===== config.mk =====
export PLATFORM = sky130hd
export DESIGN_NAME = bus_line_access_unit
export DESIGN_NICKNAME = d
export VERILOG_FILES = /design/src/rtl/bus_pkg.sv /design/src/rtl/bus_line_access_unit_rr_arbiter.sv /design/src/rtl/bus_line_access_unit.sv
export SDC_FILE = /design/constraint.sdc
export NUM_CORES = 1
export LEC_CHECK = 0
export ABC_AREA = 1
export CORE_AREA = 2 2 369 371
export CTS_CLUSTER_DIAMETER = 60
export DETAILED_ROUTE_END_ITERATION = 6
export DIE_AREA = 0 0 371 373
export GPL_TIMING_DRIVEN = 0
export SLEW_MARGIN = 20
export SYNTH_ARGS = -nofsm -noshare
export SYNTH_HDL_FRONTEND = slang
export SYNTH_SLANG_ARGS = --single-unit

===== constraint.sdc =====
create_clock -name clk -period 24.5 [get_ports clk]
set_input_delay 4.9 -clock clk [delete_from_list [all_inputs] [get_ports clk]]
set_output_delay 4.9 -clock clk [all_outputs]
set_load 0.005 [all_outputs]

===== src/rtl/bus_pkg.sv =====
// Shared types for the bus line access unit: bus phase, controller state,
// and word/line containers.
package bus_pkg;

   typedef enum logic [1:0] {
      PH_IDLE,
      PH_SETUP,
      PH_ACCESS
   } bus_phase_e;

   typedef enum logic [1:0] {
      ST_IDLE,
      ST_BUSY,
      ST_DONE
   } bau_state_e;

   typedef logic [31:0] word_t;

   // Default line geometry; parametrised instances size their own line arrays.
   localparam int unsigned LINE_WORDS_DEFAULT = 8;
   typedef word_t [LINE_WORDS_DEFAULT-1:0] line_t;

endpackage


===== src/rtl/bus_line_access_unit_rr_arbiter.sv =====
// Combinational round-robin arbiter: search starts at ptr and wraps around
// modulo CHANNEL_COUNT.
module rr_arbiter
   import bus_pkg::*;
#(
   parameter int unsigned CHANNEL_COUNT = 2,
   localparam int unsigned IW = (CHANNEL_COUNT > 1) ? $clog2(CHANNEL_COUNT) : 1
) (
   input  logic [CHANNEL_COUNT-1:0] req,
   input  logic [IW-1:0]            ptr,
   output logic [CHANNEL_COUNT-1:0] onehot,
   output logic [IW-1:0]            index,
   output logic                     any
);

   always_comb begin
      int unsigned c;
      onehot = '0;
      index  = '0;
      any    = 1'b0;
      c      = 0;
      for (int unsigned i = 0; i < CHANNEL_COUNT; i++) begin
         c = (32'(ptr) + i) % CHANNEL_COUNT;
         if (!any && req[c]) begin
            any       = 1'b1;
            index     = IW'(c);
            onehot[c] = 1'b1;
         end
      end
   end

endmodule


===== src/rtl/bus_line_access_unit.sv =====
// Bus master: arbitrates client line/single-word requests and runs them as
// Setup/Access beats on an APB-style bus, aborting a stalled beat on timeout.
module bus_line_access_unit
   import bus_pkg::*;
#(
   parameter int unsigned CHANNEL_COUNT  = 2,
   parameter int unsigned LINE_WORDS     = 8,
   parameter int unsigned TIMEOUT_CYCLES = 255
) (
   input  logic                                     clk,
   input  logic                                     rst,
   input  logic [CHANNEL_COUNT-1:0]                 req_valid,
   input  logic [CHANNEL_COUNT-1:0]                 req_write,
   input  logic [CHANNEL_COUNT-1:0]                 req_single,
   input  logic [CHANNEL_COUNT-1:0][31:0]           req_addr,
   input  logic [CHANNEL_COUNT-1:0][LINE_WORDS*32-1:0] req_wdata,
   output logic [CHANNEL_COUNT-1:0]                 grant,
   output logic                                     resp_error,
   output logic [LINE_WORDS*32-1:0]                 resp_rdata,
   output logic [31:0]                              addr,
   output logic                                     select,
   output logic                                     enable,
   output logic                                     write,
   output logic [31:0]                              wdata,
   input  logic [31:0]                              rdata,
   input  logic                                     ready
);

   localparam int unsigned IW = (CHANNEL_COUNT > 1) ? $clog2(CHANNEL_COUNT) : 1;
   localparam int unsigned WI = $clog2(LINE_WORDS);
   localparam int unsigned TW = $clog2(TIMEOUT_CYCLES + 1);

   bau_state_e               state;
   bus_phase_e               phase;
   logic [IW-1:0]            ptr;
   logic [IW-1:0]            win_index;
   logic [CHANNEL_COUNT-1:0] win_onehot;
   logic                     win_any;
   logic [CHANNEL_COUNT-1:0] lgrant;
   logic                     lwrite;
   logic                     lsingle;
   word_t                    laddr;
   word_t [LINE_WORDS-1:0]   lwdata;
   word_t [LINE_WORDS-1:0]   rline;
   logic [WI-1:0]            idx;
   logic [WI-1:0]            next_idx;
   logic [TW-1:0]            tcnt;
   logic                     last_beat;
   logic                     timed_out;

   rr_arbiter #(
      .CHANNEL_COUNT(CHANNEL_COUNT)
   ) u_arb (
      .req    (req_valid),
      .ptr    (ptr),
      .onehot (win_onehot),
      .index  (win_index),
      .any    (win_any)
   );

   function automatic word_t beat_addr(input word_t base, input logic [WI-1:0] i,
                                       input logic single);
      word_t mask;
      mask = word_t'((LINE_WORDS * 4) - 1);
      return single ? (base & ~word_t'(3)) : ((base & ~mask) | (word_t'(i) << 2));
   endfunction

   assign next_idx   = idx + 1'b1;
   assign last_beat  = lsingle || (idx == WI'(LINE_WORDS - 1));
   assign timed_out  = (tcnt == TW'(TIMEOUT_CYCLES - 1));
   assign resp_rdata = rline;

   always_ff @(posedge clk or posedge rst) begin
      if (rst) begin
         state      <= ST_IDLE;
         phase      <= PH_IDLE;
         ptr        <= '0;
         lgrant     <= '0;
         lwrite     <= 1'b0;
         lsingle    <= 1'b0;
         laddr      <= '0;
         lwdata     <= '0;
         rline      <= '0;
         idx        <= '0;
         tcnt       <= '0;
         grant      <= '0;
         resp_error <= 1'b0;
         addr       <= '0;
         select     <= 1'b0;
         enable     <= 1'b0;
         write      <= 1'b0;
         wdata      <= '0;
      end else begin
         case (state)
            ST_IDLE: begin
               if (win_any) begin
                  state   <= ST_BUSY;
                  phase   <= PH_SETUP;
                  lgrant  <= win_onehot;
                  lwrite  <= req_write[win_index];
                  lsingle <= req_single[win_index];
                  laddr   <= req_addr[win_index];
                  lwdata  <= req_wdata[win_index];
                  ptr     <= (win_index == IW'(CHANNEL_COUNT - 1)) ? '0 : win_index + 1'b1;
                  idx     <= '0;
                  tcnt    <= '0;
                  rline   <= '0;
                  select  <= 1'b1;
                  enable  <= 1'b0;
                  write   <= 1'b0;
                  addr    <= beat_addr(req_addr[win_index], '0, req_single[win_index]);
                  wdata   <= req_wdata[win_index][31:0];
               end
            end
            ST_BUSY: begin
               case (phase)
                  PH_SETUP: begin
                     phase  <= PH_ACCESS;
                     enable <= 1'b1;
                     write  <= lwrite;
                     tcnt   <= '0;
                  end
                  PH_ACCESS: begin
                     if (ready && !lwrite) rline[idx] <= rdata;
                     // ready takes priority over a timeout landing on the same cycle
                     if ((ready && last_beat) || (!ready && timed_out)) begin
                        state      <= ST_DONE;
                        phase      <= PH_IDLE;
                        select     <= 1'b0;
                        enable     <= 1'b0;
                        write      <= 1'b0;
                        addr       <= '0;
                        wdata      <= '0;
                        idx        <= '0;
                        grant      <= lgrant;
                        resp_error <= !ready;
                     end else if (ready) begin
                        idx    <= next_idx;
                        phase  <= PH_SETUP;
                        enable <= 1'b0;
                        write  <= 1'b0;
                        addr   <= beat_addr(laddr, next_idx, lsingle);
                        wdata  <= lwdata[next_idx];
                     end else begin
                        tcnt <= tcnt + 1'b1;
                     end
                  end
                  default: phase <= PH_IDLE;
               endcase
            end
            ST_DONE: begin
               state      <= ST_IDLE;
               grant      <= '0;
               resp_error <= 1'b0;
            end
            default: state <= ST_IDLE;
         endcase
      end
   end

endmodule


==> results.py, run 1 <==
metrics = {
    "power_and_ir_drop": {
        "power_density_nw_per_um2": 118,
        "p_leak_nw": 19.4,
        "peakVddDrop_mv": 0.0534,
        "power_mw": 5.46,
    },
    "detailed_routing": {
        "via_count": 33400,
        "drtPass1Iterations": 6,
        "wl_per_cell_um": 27.3,
        "drt_iter0_drc": 2749,
        "drc": 0,
        "vias_per_cell": 4.90,
        "routed_wl_um": 186000,
        "antenna_left": 0,
    },
    "synthesis": {
        "ys_seq_elements": 630,
        "seq_area_frac_synth": 0.500,
        "synth_edf_count": 0,
        "synth_area_sq_um": 31500,
        "synth_cell_types": 30,
        "synth_async_sr_flop_share": 1.00,
        "yosysTopAreaCell": "dfrtp_1",
        "yosysTopAreaCellShare": 0.500,
        "ys.warnings.count": 0,
        "avgSynthCellArea_sq_um": 8.06,
        "synth_ff_type": "dfrtp_1",
        "synth_area_leaders": "dfrtp_1 (50%), nand2_1 (17%), nand3_1 (8.3%)",
        "netlist_instances": 3911,
    },
    "layout": {
        "layout-drive-gt1-share": 0.111,
        "fill_cells": 14300,
        "utilization": 0.343,
        "design_area_sq_um": 46100,
        "final_nets": 5540,
        "area_delta_synth_final_pct": 46.3,
    },
    "clock_tree": {
        "cts_setup_buffers": 0,
        "numCtsBuffers": 86,
        "clk_latency_ps": 700,
        "cts_resized": 0,
        "cts_tree": "yes",
        "htreeDepth": 3,
        "root_buffer": "clkbuf_16",
        "cts_buffer_depth": 3,
        "ctsHoldBuffers": 0,
        "path_clk_slew_ps": 50,
        "clock_sinks": 630,
    },
    "setup_path": {
        "reg2reg_from": "idx[0]$_DFFE_PP0P_",
        "reg2reg_slack_ps": 21080,
        "start_kind": "input port",
        "crit_start": "req_valid[1]",
        "cp-endpoint": "lwdata[41]$_DFFE_PP0P_",
        "cp_max_fo": 10,
        "reg2reg_depth": 8,
        "crit_arrival_ps": 8220,
        "r2r-end": "wdata[2]$_DFFE_PP0P_",
        "criticalPathCategory": "input port to register",
        "cp-end-kind": "register",
        "cp.required_ps": 25100,
    },
    "placed_design": {
        "hpwl_um": 152000,
        "placed_area_sq_um": 43100,
        "place_congestion": 0.964,
        "port_buffers": 904,
    },
    "worst_hold_path": {
        "min_path_type": "register to register",
    },
    "sta": {
        "worst_pin_slew_ps": 1200,
        "finalSetupTns_ps": 0,
        "fin_crit_ps": 7610,
        "rsz0062_at_grt": "no",
        "finalSetupViolCount": 0,
        "post-route-period-util": 0.311,
        "drv_slew": 0,
        "max_slew_margin": 0.195,
        "fin_skew_ps": 35.7,
        "clock.fmax_mhz": 131,
        "hold_violations": 0,
    },
    "outcome": {
        "status": "finished, final reports clean",
    },
    "floorplan": {
        "die-area_sq_um": 138000,
        "die_h_um": 373,
        "start_util": 0.234,
        "rows": 135,
        "io-pin-count": 943,
        "die-width_um": 371,
        "core_area_sq_um": 135000,
    },
    "global_routing": {
        "grt_start_max_net_pins": 100,
        "grt.overflow.total": 0,
        "grt_pass1_wl_um": 255000,
        "gr-usage-all-layers": 0.262,
        "grt_pass1_vias": 33100,
        "antenna_found_initial": 72,
    },
    "run": {
        "drv_cap": 0,
    },
}
==> per-stage QoR <==
| step | instances | hold WS (ps) | setup WS, ps |
|---|---|---|---|
| final | 6805 | 478 | 16890 |
| after global routing | 6798 | 497 | 16820 |
| after CTS | 6765 | 482 | 16890 |
| after detailed placement | 6609 | 467 | 16120 |
| after global placement | 6597 | 463 | -7230 |
| after floorplan | 3912 | 449 | 1950 |
==> how the worst min path moves through the flow <==
stage	from	to	slack, ps	cells after the start
global route	resp_rdata[35]$_DFFE_PP0P_	resp_rdata[35]$_DFFE_PP0P_	500	2
detailed placement	resp_rdata[146]$_DFFE_PP0P_	resp_rdata[146]$_DFFE_PP0P_	470	2
CTS	resp_rdata[146]$_DFFE_PP0P_	resp_rdata[146]$_DFFE_PP0P_	480	2
floorplan	lgrant[0]$_DFFE_PP0P_	lgrant[0]$_DFFE_PP0P_	450	2
global placement	resp_rdata[171]$_DFFE_PP0P_	resp_rdata[171]$_DFFE_PP0P_	460	2
finish	resp_rdata[146]$_DFFE_PP0P_	resp_rdata[146]$_DFFE_PP0P_	480	2
==> state kept, by name, indices dropped and copies added (netlist names), 2 cells and up <==
name / count
addr: 30
grant: 2
idx: 3
laddr: 30
lgrant: 2
lwdata: 256
phase: 2
resp_rdata: 256
state: 2
tcnt: 8
wdata: 32
==> cell usage in the layout (no fill, tap or decap), types with 16 or more instances in the layout <==
| master | n |
|---|---|
| a31oi_1 | 265 |
| nor2_1 | 329 |
| clkbuf_8 | 16 |
| inv_1 | 44 |
| nand3_1 | 520 |
| nand2_1 | 1389 |
| buf_1 | 63 |
| diode_2 | 40 |
| clkbuf_1 | 172 |
| clkbuf_16 | 88 |
| dfrtp_1 | 630 |
| o21ai_1 | 29 |
| clkdlybuf4s50_1 | 904 |
| o21ai_0 | 45 |
| a21oi_1 | 22 |
| o21ai_2 | 246 |
| buf_6 | 50 |
| buf_2 | 61 |
==> cell families (layout without fill, tap and decap cells) <==
group | Yosys count | in the layout | share of synthesized area
compound gates | 617 | 617 | 0.141
xor+xnor | 3 | 3 | 0.000834
fa+ha+maj | 7 | 7 | 0.00278
buf+inv | 392 | 1464 | 0.0622
flops | 630 | 630 | 0.500
other cells | 1 | 42 | 0.000119
simple gates | 2261 | 2261 | 0.293
==> critical path, stage by stage <==
cell,delay (ps)
clkdlybuf4s50_1,490
nand2_1,560
inv_2,580
buf_2,520
buf_1,760
nand2_1,190
a31oi_1,200
==> final cells by class <==
type	count	area (sq um)	share of cell area
sequential	630	15800	0.342
multi-input combinational	2890	13800	0.300
timing repair buffer	916	9310	0.202
clock buffer	120	2480	0.0538
tap	1781	2230	0.0483
buffer	341	1770	0.0384
clock inverter	36	445	0.00966
inverter	51	199	0.00431
antenna	40	100	0.00217
==> routing by layer <==
metal | vias to the layer above | global-route usage | part of all wire
met5 | - | 0 | 0.0014
met4 | 38 | 0.148 | 0.060
met3 | 387 | 0.0611 | 0.071
met2 | 1592 | 0.458 | 0.50
met1 | 16300 | 0.288 | 0.37
li1 | 15000 | - | -
==> cell usage after synthesis, types with 4 or more instances <==
library cell  number
a21oi_1           22
a31oi_1          265
buf_1             63
buf_2             61
buf_4             10
buf_6             50
clkbuf_1         157
dfrtp_1          630
ha_1               7
inv_1             45
inv_2              6
nand2_1         1389
nand3_1          520
nand4_1            4
nor2_1           329
nor3_2             8
o21ai_0           61
o21ai_1           13
o21ai_2          246
o21ai_4            8
==> report_power, final <==
part / switching [mW] / total [mW] / internal [mW]
clock network: 0.534 / 1.31 / 0.777
logic: 1.67 / 2.49 / 0.816
registers: 0.286 / 1.66 / 1.38
Note: power is estimated with default switching activity, not from simulation.
==> run 2: changes to the inputs <==
==> constraint.sdc (replaced) <==
create_clock -name clk -period 7.74 [get_ports clk]
set_input_delay 1.548 -clock clk [delete_from_list [all_inputs] [get_ports clk]]
set_output_delay 1.548 -clock clk [all_outputs]
set_load 0.005 [all_outputs]
==> run 2 against run 1 <==
Design area increased by 0.71%. Highest routed layer unchanged. Die area unchanged. First-iteration DRC count increased by 7.8%. Largest power group unchanged. Critical endpoint is now lwdata[45]$_DFFE_PP0P_.
==> results.py, run 2 (synthesis results as in run 1) <==
metrics = {
    "outcome": {
        "status": "finished, final reports clean",
    },
    "floorplan": {
        "io-pin-count": 943,
        "rows": 135,
        "core_area_sq_um": 135000,
        "die-area_sq_um": 138000,
        "die-width_um": 371,
        "start_util": 0.234,
        "die_h_um": 373,
    },
    "clock_tree": {
        "numCtsBuffers": 87,
        "cts_tree": "yes",
        "path_clk_slew_ps": 60,
        "ctsHoldBuffers": 0,
        "cts_setup_buffers": 0,
        "clock_sinks": 630,
        "root_buffer": "clkbuf_16",
        "cts_buffer_depth": 3,
        "clk_latency_ps": 730,
        "htreeDepth": 3,
        "cts_resized": 0,
    },
    "placed_design": {
        "dp.cells": 6626,
        "placed_area_sq_um": 43400,
        "hpwl_um": 153000,
        "port_buffers": 904,
        "place_congestion": 0.971,
    },
    "detailed_routing": {
        "via_count": 33500,
        "drc": 0,
        "wl_per_cell_um": 27.4,
        "vias_per_cell": 4.91,
        "drtPass1Iterations": 6,
        "routed_wl_um": 187000,
        "antenna_left": 0,
        "drt_iter0_drc": 2963,
    },
    "power_and_ir_drop": {
        "power_density_nw_per_um2": 373,
        "p_switching_mw": 7.99,
        "seqPwrFrac": 0.300,
        "power_mw": 17.3,
        "p_leak_nw": 19.5,
        "peakVddDrop_mv": 0.177,
        "clock_power_share": 0.240,
        "intPower_mw": 9.36,
        "p_comb_frac": 0.460,
        "switching_share": 0.461,
    },
    "sta": {
        "clock.fmax_mhz": 250,
        "fin_skew_ps": 47.3,
        "hold_violations": 0,
        "max_slew_margin": 0.293,
        "post-route-period-util": 0.518,
        "worst_pin_slew_ps": 1060,
        "finalSetupTns_ps": 0,
        "rsz0062_at_grt": "no",
        "fin_crit_ps": 4010,
        "finalSetupViolCount": 0,
        "drv_slew": 0,
    },
    "setup_path": {
        "crit_arrival_ps": 4630,
        "slowest_stage": "buf_1",
        "cp.required_ps": 8370,
        "crit_cells": 7,
        "crit_chain": "clkdlybuf4s50_1 -> nand2_2 -> inv_2 -> buf_2 -> buf_1 -> nand2_1 -> a31oi_1",
        "criticalPathCategory": "input port to register",
        "path_buf_inv": 4,
        "reg2reg_depth": 8,
        "start_kind": "input port",
        "cp_top_family": "buffers and inverters",
        "cp_slowest_stage_delay_ps": 710,
        "cp_max_fo": 10,
        "cp-end-kind": "register",
    },
    "worst_hold_path": {
        "min_path_type": "register to register",
        "whs_path_depth": 2,
    },
    "layout": {
        "final_common_cell": "nand2_1",
        "fin_cells": 6822,
        "seq_area_sq_um": 15800,
        "layout_common_cells": "nand2_1 (1388), clkdlybuf4s50_1 (904), dfrtp_1 (630)",
        "fill_cells": 14100,
        "multi_input_area_sq_um": 13800,
        "area_delta_synth_final_pct": 47.4,
        "layout-drive-gt1-share": 0.116,
        "utilization": 0.345,
        "design_area_sq_um": 46500,
        "final_nets": 5558,
    },
    "global_routing": {
        "grt_pass1_wl_um": 257000,
        "grt_pass1_vias": 33200,
        "grt.overflow.total": 0,
        "antenna_found_initial": 62,
        "grt_start_max_net_pins": 34,
        "gr-usage-all-layers": 0.263,
    },
    "run": {
        "drv_cap": 0,
    },
}
==> run 2: cell count changes in the layout (fill, tap and decap cells not counted), sizes merged, moves of 2 or more <==
cell,delta
inv,+7
bufinv,-2
clkbuf,-7
clkinv,-2
clkinvlp,+5
buf,+17
==> run 2: power by group through the flow <==
| stage | Clock [mW] | Combinational, mW | Sequential (mW) |
|---|---|---|---|
| 4_1_cts | 4.21 | 8.02 | 5.20 |
| 3_5_place_dp | 0 | 8.00 | 5.25 |
| 3_3_place_gp | 0 | 7.89 | 5.25 |
| 6_report | 4.16 | 7.98 | 5.21 |
| 2_1_floorplan | 0 | 4.48 | 4.87 |
| 5_1_grt | 4.34 | 8.61 | 5.29 |
==> run 2: worst register-to-register path: cells and delay by family, from the launching register on <==
| kind | cells | cell delay, ps |
|---|---|---|
| buffers and inverters | 2 | 1440 |
| AND/OR/NAND/NOR | 4 | 990 |
| adder cells (fa/ha/maj) | 1 | 470 |
| flip-flops | 1 | 380 |
| AO/OA/AOI/OAI | 1 | 80 |
==> run 2: final timing paths <==
path | startpoint | endpoint | slack [ps]
worst max register to register | idx[1]$_DFFE_PP0P_ | wdata[1]$_DFFE_PP0P_ | 4260
worst min-delay path | resp_rdata[133]$_DFFE_PP0P_ | resp_rdata[133]$_DFFE_PP0P_ | 480
min in group asynchronous | rst | resp_rdata[183]$_DFFE_PP0P_ | 1180
worst min register to register | resp_rdata[133]$_DFFE_PP0P_ | resp_rdata[133]$_DFFE_PP0P_ | 480
worst max-delay path | req_valid[1] | lwdata[45]$_DFFE_PP0P_ | 3730
max in group asynchronous | rst | resp_rdata[164]$_DFFE_PP0P_ | 4930
==> run 2: routing by layer <==
metal / vias to the layer above / wire length [um] / global-route usage
li1: 15100 / - / -
met1: 16300 / 67200 / 0.289
met2: 1615 / 93400 / 0.462
met3: 410 / 14500 / 0.0603
met4: 28 / 11600 / 0.151
met5: - / 184 / 0
==> run 2: layout make-up <==
type | instances | share of cell area
tap | 1781 | 0.0480
antenna | 39 | 0.00210
multi-input combinational | 2890 | 0.297
sequential | 630 | 0.339
clock buffer | 113 | 0.0524
buffer | 341 | 0.0382
timing repair buffer | 933 | 0.207
inverter | 51 | 0.00420
clock inverter | 44 | 0.0114
==> run 2: per-stage QoR <==
stage | setup WS [ps] | hold WS [ps]
CTS | 3650 | 480
global route | 3640 | 494
detailed placement | 2880 | 465
floorplan | -2410 | 449
finish | 3730 | 476
global placement | -7270 | 464
